### src/rtl/counter_pkg.sv
// counter_pkg: direction and limit-mode constants shared by the counter family.
package counter_pkg;
  localparam logic MODE_DOWN = 1'b0;
  localparam logic MODE_UP = 1'b1;
  localparam int LIM_WRAP = 0;
  localparam int LIM_SAT = 1;
endpackage

### src/rtl/counter_next.sv
// counter_next: next count and limit-hit flag for one up/down step in 0..MAX_VAL.
module counter_next
  import counter_pkg::*;
#(
  parameter int WIDTH = 8,
  parameter int MAX_VAL = 2**WIDTH-1,
  parameter int SAT = LIM_WRAP
) (
  input  logic [WIDTH-1:0] cur,
  input  logic [WIDTH-1:0] s,
  input  logic             mode,
  output logic [WIDTH-1:0] nxt,
  output logic             hit
);
  localparam logic [WIDTH:0] MAXP = (WIDTH+1)'(MAX_VAL);
  localparam logic [WIDTH:0] MODP = MAXP + 1'b1;
  logic [WIDTH:0] cur_x, s_x, sum, wrap_dn, res;
  always_comb begin
    cur_x = {1'b0, cur};
    s_x = {1'b0, s};
    sum = cur_x + s_x;
    wrap_dn = cur_x + MODP - s_x;
    hit = (mode == MODE_UP) ? (sum > MAXP) : (s_x > cur_x);
    res = (mode == MODE_UP)
        ? (hit ? ((SAT == LIM_SAT) ? MAXP : sum - MODP) : sum)
        : (hit ? ((SAT == LIM_SAT) ? '0 : wrap_dn) : cur_x - s_x);
    nxt = res[WIDTH-1:0];
  end
endmodule

### src/rtl/updown_mod_counter.sv
// updown_mod_counter: loadable modulo up/down counter with step, wrap/saturate,
// one-cycle terminal count and sticky overflow.
module updown_mod_counter
  import counter_pkg::*;
#(
  parameter int WIDTH = 8,
  parameter int MAX_VAL = 2**WIDTH-1,
  parameter int SAT = LIM_WRAP
) (
  input  logic             clock,
  input  logic             rst,
  input  logic             load,
  input  logic             en,
  input  logic             mode,
  input  logic [WIDTH-1:0] din,
  input  logic [WIDTH-1:0] step,
  output logic [WIDTH-1:0] dout,
  output logic             tc,
  output logic             ovf,
  output logic             at_zero,
  output logic             at_max
);
  localparam logic [WIDTH:0] MAXP = (WIDTH+1)'(MAX_VAL);
  localparam logic [WIDTH-1:0] MAXW = WIDTH'(MAX_VAL);
  logic [WIDTH-1:0] dout_q, dout_d, s, din_c, nxt;
  logic tc_q, tc_d, ovf_q, ovf_d, hit;
  counter_next #(.WIDTH(WIDTH), .MAX_VAL(MAX_VAL), .SAT(SAT)) u_next (
    .cur(dout_q), .s(s), .mode(mode), .nxt(nxt), .hit(hit)
  );
  always_comb begin
    s = ({1'b0, step} > MAXP) ? MAXW : step;
    din_c = ({1'b0, din} > MAXP) ? MAXW : din;
    dout_d = load ? din_c : en ? nxt : dout_q;
    tc_d = !load && en && hit;
    ovf_d = !load && (ovf_q || tc_d);
  end
  always_ff @(posedge clock) begin
    if (rst) begin
      dout_q <= '0;
      tc_q <= 1'b0;
      ovf_q <= 1'b0;
    end else begin
      dout_q <= dout_d;
      tc_q <= tc_d;
      ovf_q <= ovf_d;
    end
  end
  assign dout = dout_q;
  assign tc = tc_q;
  assign ovf = ovf_q;
  assign at_zero = (dout_q == '0);
  assign at_max = (dout_q == MAXW);
endmodule

### config.mk
export PLATFORM = sky130hd
export DESIGN_NAME = updown_mod_counter
export DESIGN_NICKNAME = d
export VERILOG_FILES = /design/src/rtl/counter_pkg.sv /design/src/rtl/counter_next.sv /design/src/rtl/updown_mod_counter.sv
export SDC_FILE = /design/constraint.sdc
export NUM_CORES = 1
export LEC_CHECK = 0
export BUFFER_PORTS_ARGS = -buffer_cell sky130_fd_sc_hd__buf_2
export CORE_UTILIZATION = 40
export DETAILED_ROUTE_END_ITERATION = 7
export HOLD_SLACK_MARGIN = 0.05
export PLACE_DENSITY_LB_ADDON = 0.08
export SLEW_MARGIN = 40
export SYNTH_ARGS = -nofsm -noshare
export SYNTH_HDL_FRONTEND = slang
export SYNTH_SLANG_ARGS = --single-unit
### constraint.sdc
create_clock -name clock -period 2.85 [get_ports clock]
set_clock_uncertainty 0.2 [all_clocks]
set_input_delay 0.4275 -clock clock [delete_from_list [all_inputs] [get_ports clock]]
set_output_delay 0.4275 -clock clock [all_outputs]
set_load 0.02 [all_outputs]
==> results of run 1 <==
layer usage:
metal | routed length (µm) | vias up | track usage (%)
met5 | 0 | - | 0
met4 | 0 | 0 | 5.00
met3 | 100 | 0 | 1.91
met2 | 1290 | 26 | 30.3
met1 | 1420 | 517 | 28.6
li1 | - | 584 | -
final timing paths:
check                           startpoint  endpoint  cells past startpoint
worst min-delay path                din[0]   dout[0]                      3
worst max register to register     dout[0]       ovf                      9
worst min register to register         ovf       ovf                      2
worst max-delay path               dout[0]       ovf                      9
power by group:
part           internal (µW)  switching, µW  total (µW)  leakage, µW
combinational           96.0            124         220     0.000560
sequential               151           17.7         169    0.0000826
clock                   77.5           49.1         127    0.0000210
placed cells by master (no fill, tap or decap), types with 2 or more instances in the layout:
| cell type | netlist | layout |
|---|---|---|
| clkbuf_4 | 0 | 3 |
| fa_1 | 2 | 2 |
| a21oi_1 | 17 | 17 |
| mux2i_1 | 3 | 3 |
| a21boi_0 | 2 | 2 |
| nor3b_1 | 3 | 3 |
| o21ai_0 | 5 | 5 |
| nand4_1 | 2 | 2 |
| nor2_1 | 14 | 14 |
| dfxtp_1 | 10 | 10 |
| inv_1 | 16 | 16 |
| a211oi_1 | 3 | 3 |
| ha_1 | 16 | 16 |
| nor2b_1 | 4 | 4 |
| o211ai_1 | 3 | 3 |
| o22ai_1 | 6 | 6 |
| or4_1 | 2 | 2 |
| nor3_1 | 3 | 3 |
| and3_1 | 3 | 3 |
| nand2_1 | 5 | 5 |
| xor2_1 | 3 | 3 |
| buf_2 | 0 | 32 |
registers in the layout, summed over array words and instances (netlist names):
signal	cells
dout	8
ovf	1
tc	1
critical path, cell delays in order, from the launching register on:
cell	delay, ps
dfxtp_1	440
inv_1	70
ha_1	220
fa_1	390
nor2b_1	170
o21bai_1	100
a21boi_0	180
o211ai_1	100
and4b_1	210
o21ba_2	200
stage by stage:
stage               hold WS [ps]  instances  util [%]  total power (µW)  worst slack, ps
finish                       192        206      51.9               515              466
global route                 201        206      51.9               557              319
detailed placement           391        202      50.5               392              378
global placement             414        202      50.5               387              414
CTS                          188        206      51.9               520              463
floorplan                    372        146         -               329              576
layout make-up:
class,count,area [µm²]
Clock buffer,4,36.3
Fill cell,263,1230
Inverter,17,63.8
Multi-Input combinational cell,113,835
Sequential cell,10,200
Tap cell,30,37.5
Timing Repair Buffer,32,160
synthesized netlist by cell type, drive strengths merged, types with 2 or more instances:
master,n
a21oi,17
ha,16
inv,16
nor2,14
dfxtp,10
o22ai,6
nand2,5
o21ai,5
clkbuf,4
nor2b,4
a211oi,3
and3,3
mux2i,3
nor3,3
nor3b,3
o211ai,3
xor2,3
a21boi,2
buf,2
fa,2
nand4,2
or4,2
cell families (layout without fill, tap and decap cells):
group / after synthesis / in the layout / synth area share (%)
multiplexers: 3 / 3 / 2.66
XOR/XNOR: 4 / 4 / 3.10
flip-flops: 10 / 10 / 17.7
AND/OR/NAND/NOR: 44 / 44 / 21.5
AO/OA/AOI/OAI: 44 / 44 / 25.4
buffers and inverters: 23 / 53 / 8.31
adder cells (fa/ha/maj): 18 / 18 / 21.3
==> flow_summary.toml, run 1 <==
[run_status]
status = "finished clean"

[sta]
fmax_ghz = 0.419
period_needed_ps = 2380
final_max_slew_viol_count = 0
hold_viol = 0
finalSetupTns_ps = 0
rsz0062_at_grt = "false"
period_share_pct = 83.7
slew-limit-headroom_pct = 78.0
tightest_slew_ps = 328
finalSetupViolations = 0

[detailed_routing]
vias = 1127
routed_wl_mm = 2.81
ant_nets = 0
drt_iter0_drc = 32
drtPass1Iterations = 4
wl_per_cell_um = 13.6
drc_errors = 0
routed_via_density = 5.47

[synth]
synth.ff_latch_count = 10
dominantRegCellSynth = "dfxtp_1"
synth.area.top_cells = "dfxtp_1 18%, ha_1 18%, a21oi_1 7.5%"
synth_top_area_share_pct = 17.7
synth_fp_nets = 185
synth_enable_flop_cells = 0
ys_async_sr_fraction_pct = 0
synth_top_cell_by_area = "dfxtp_1"
syn_avg_cell_area_um2 = 7.73
synth_area_mm2 = 0.00113
ys_seq_area_share_pct = 17.7
synthCells = 146
synth_warnings = 0
synth_cell_type_count = 41

[global_routing]
antenna_found_initial = 0
grt_pass1_wl_mm = 4.28
grt_max_degree = 17
overflow = 0
grt_usage_pct = 19.6
grt_pass1_vias = 897

[clock_network]
cts-htree-levels = 1
tritoncts = "yes"
hold_buffers = 0
clk_latency_ps = 270
clkTransAtPathRegs_ps = 70
post_cts_buffers = 0
ctsResizeCount = 0
max-clock-path-buffers = 2
cts_buffers = 3
cts_root_buffer = "clkbuf_4"
cts.sinks = 10

[cells_and_area]
synthToLayoutAreaGrowth_pct = 18.1
diodes = 0
drive_above_1_share_pct = 22.7
fin_nets = 216
fin_area_mm2 = 0.00133

[critical_path]
arrival_ps = 2340
setup.worst_path.start_class = "flop"
endpoint_kind = "flop"
r2r_slack_ps = 470
criticalPathCategory = "reg -> reg"
cp_max_fo = 6
cp_data_required_time_ps = 2810

[floorplan]
dieArea_mm2 = 0.00304
io_pins = 33
die_width_um = 55.1
initial_core_util_pct = 44.0
core_mm2 = 0.00257
die_y_um = 55.1
rows = 18

[placement]
place_area_mm2 = 0.00130
place.gp.congestion = 0.928
portBuffers = 32
hpwl_mm = 2.27

[power]
powerDensity_mw_per_mm2 = 387
irDropWorstVdd_v = 0.000308
leakage_uw = 0.000663

[hold_path]
hp-class = "in -> reg"

[flow_run]
max_cap_violations = 0
(Power assumes the default switching activity.)
==> inputs of run 2 (changes only) <==
--- a/config.mk
+++ b/config.mk
@@ -5,6 +5,7 @@
 export SDC_FILE = /design/constraint.sdc
 export NUM_CORES = 1
 export LEC_CHECK = 0
+export ABC_AREA = 1
 export BUFFER_PORTS_ARGS = -buffer_cell sky130_fd_sc_hd__buf_2
 export CORE_UTILIZATION = 40
 export DETAILED_ROUTE_END_ITERATION = 7
==> constraint.sdc (replaced) <==
create_clock -name clock -period 2.2 [get_ports clock]
set_clock_uncertainty 0.2 [all_clocks]
set_input_delay 0.33 -clock clock [delete_from_list [all_inputs] [get_ports clock]]
set_output_delay 0.33 -clock clock [all_outputs]
set_load 0.02 [all_outputs]
==> run 2 against run 1 <==
Net effect:
- the flow now finishes with violations (DRC)
- non-clock buffer count is 3 higher
- clock power is 30% higher
- global-route usage is 1.6 points higher
- cell count is 23% higher
- hold slack worse by 58 ps
- die area is 6.5% higher
- routed wire length is 11% higher
- sequential share of layout area is 0.94 points lower
- critical endpoint is now at_zero
==> flow_summary.toml, run 2 <==
[global_routing]
grt_pass1_wl_mm = 5.42
grt_pass1_vias = 1284
overflow = 0
antenna_found_initial = 0
grt_usage_pct = 21.2
grt_max_degree = 13

[detailed_routing]
routed_wl_mm = 3.12
top_layer_used = "met4"
wl_per_cell_um = 12.3
drt_iter0_drc = 32
dr_wl_met3_um = 81
vias = 1295
route.met2.wl_mm = 1.34
drt-met1-wl_mm = 1.63
drc_errors = 2
ant_nets = 0
drtPass1Iterations = 6
routed_via_density = 5.12

[cells_and_area]
regArea_um2 = 201
multi_input_area_um2 = 843
largest_reg_flops = 8
synthToLayoutAreaGrowth_pct = 18.7
drive_above_1_share_pct = 22.1
fillers = 283
fin_area_mm2 = 0.00143
layout_commonest_cell = "nand2_1"
mostFrequentLayoutCells = "45 x nand2_1, 32 x buf_2, 31 x inv_1, 16 x ha_1, 15 x a21oi_1"
diodes = 0
stdcell_count = 253
fin_nets = 262

[placement]
place_inst = 249
hpwl_mm = 2.59
portBuffers = 32
place_area_mm2 = 0.00139
place.gp.congestion = 0.976

[critical_path]
criticalPathCategory = "reg -> out"
startpoint = "dout[2]"
r2r-start = "dout[0]"
endpoint_kind = "output pin"
arrival_ps = 1550
rr_worst_depth = 10
cp_max_fo = 5
r2r_slack_ps = 170
r2r-end = "dout[4]"
cp-endpoint = "at_zero"
cp_data_required_time_ps = 1670
setup.worst_path.start_class = "flop"

[synth]
dominantRegCellSynth = "dfxtp_1"
synthCells = 187
ys_async_sr_fraction_pct = 0
synth_fp_nets = 226
synth_cell_type_count = 29
syn_avg_cell_area_um2 = 6.44
synth_enable_flop_cells = 0
yosysMostFrequentCell = "nand2_1"
synth.ff_latch_count = 10
synth_area_mm2 = 0.00120
ys_seq_area_share_pct = 16.6
synth.area.top_cells = "dfxtp_1 17%, ha_1 17%, nand2_1 14%"
synth_top_cell_by_area = "dfxtp_1"
synth_top_area_share_pct = 16.6
synth_common_cells = "45 x nand2_1, 31 x inv_1, 16 x ha_1"
synth_warnings = 0

[power]
leakage_uw = 0.000807
powerDensity_mw_per_mm2 = 467
p_total_uw = 668
irDropWorstVdd_v = 0.000458

[clock_network]
max-clock-path-buffers = 2
cts_buffers = 3
post_cts_buffers = 0
cts.sinks = 10
cts_root_buffer = "clkbuf_4"
tritoncts = "yes"
clk_latency_ps = 270
hold_buffers = 0
cts-htree-levels = 1
clkTransAtPathRegs_ps = 70

[sta]
tightest_slew_ps = 435
period_share_pct = 94.7
final_max_slew_viol_count = 0
finalSetupViolations = 0
period_needed_ps = 2080
rsz0062_at_grt = "false"
hold_viol = 0
fmax_ghz = 0.480
finalSetupTns_ps = 0
slew-limit-headroom_pct = 70.9
hold_ws_ps = 134

[floorplan]
die_y_um = 56.9
core_mm2 = 0.00281
dieArea_mm2 = 0.00324
die_width_um = 56.9
io_pins = 33
rows = 19
initial_core_util_pct = 43.0

[run_status]
violations = "DRC"
status = "finished, violations left"

[flow_run]
max_cap_violations = 0

[hold_path]
hp-class = "in -> reg"
-- run 2: where the power goes --
part           internal (µW)  switching, µW  leakage [µW]
Sequential               194           16.5     0.0000829
Clock                    101           64.9     0.0000210
Combinational            108            184      0.000703
Total                    403            265      0.000807
-- run 2: worst min path at each step --
stage	cells after the start	startpoint	slack (ps)	end
floorplan	2	din[1]	290	dout[1]
global placement	2	ovf	240	ovf
detailed placement	2	ovf	250	ovf
CTS	2	rst	130	dout[7]
global route	2	rst	150	dout[7]
finish	2	rst	130	dout[7]
-- run 2: worst max-delay path, cell delays in order (launching register included) --
cell	delay, ps
dfxtp_1	360
or4_1	520
nor4_1	190
buf_2	220
-- run 2: timing repair --
| action | 4_1_cts | 5_1_grt |
|---|---|---|
| endpoints found under the hold margin | 0 | 0 |
| resized for setup | 0 | 1 |
| endpoints found under the setup margin | 0 | 1 |
-- run 2: layout make-up --
cell class | instances | area share, %
Timing Repair Buffer | 35 | 12.8
Sequential cell | 10 | 14.1
Clock buffer | 4 | 2.54
Inverter | 34 | 8.92
Tap cell | 31 | 2.71
Multi-Input combinational cell | 139 | 59.0
-- run 2: logic make-up (layout without fill, tap and decap cells) --
kind of cell | Yosys count | in the layout | synth area share, %
compound gates | 35 | 35 | 17.4
buf+inv | 38 | 73 | 13.4
simple gates | 86 | 86 | 32.6
fa+ha+maj | 18 | 18 | 19.9
flops | 10 | 10 | 16.6
-- run 2: per-layer routing --
metal / vias to the layer above / GRT usage [%]
met5: - / 0
met3: 9 / 1.38
li1: 684 / -
met4: 0 / 8.36
met2: 33 / 34.5
met1: 569 / 29.1
-- run 2: stage by stage --
| step | utilization, % | setup slack [ps] |
|---|---|---|
| 2_1_floorplan | - | 109 |
| 5_1_grt | 51.0 | 0.621 |
| 4_1_cts | 50.9 | 111 |
| 6_report | 51.0 | 117 |
| 3_3_place_gp | 49.6 | 177 |
| 3_5_place_dp | 49.6 | 123 |
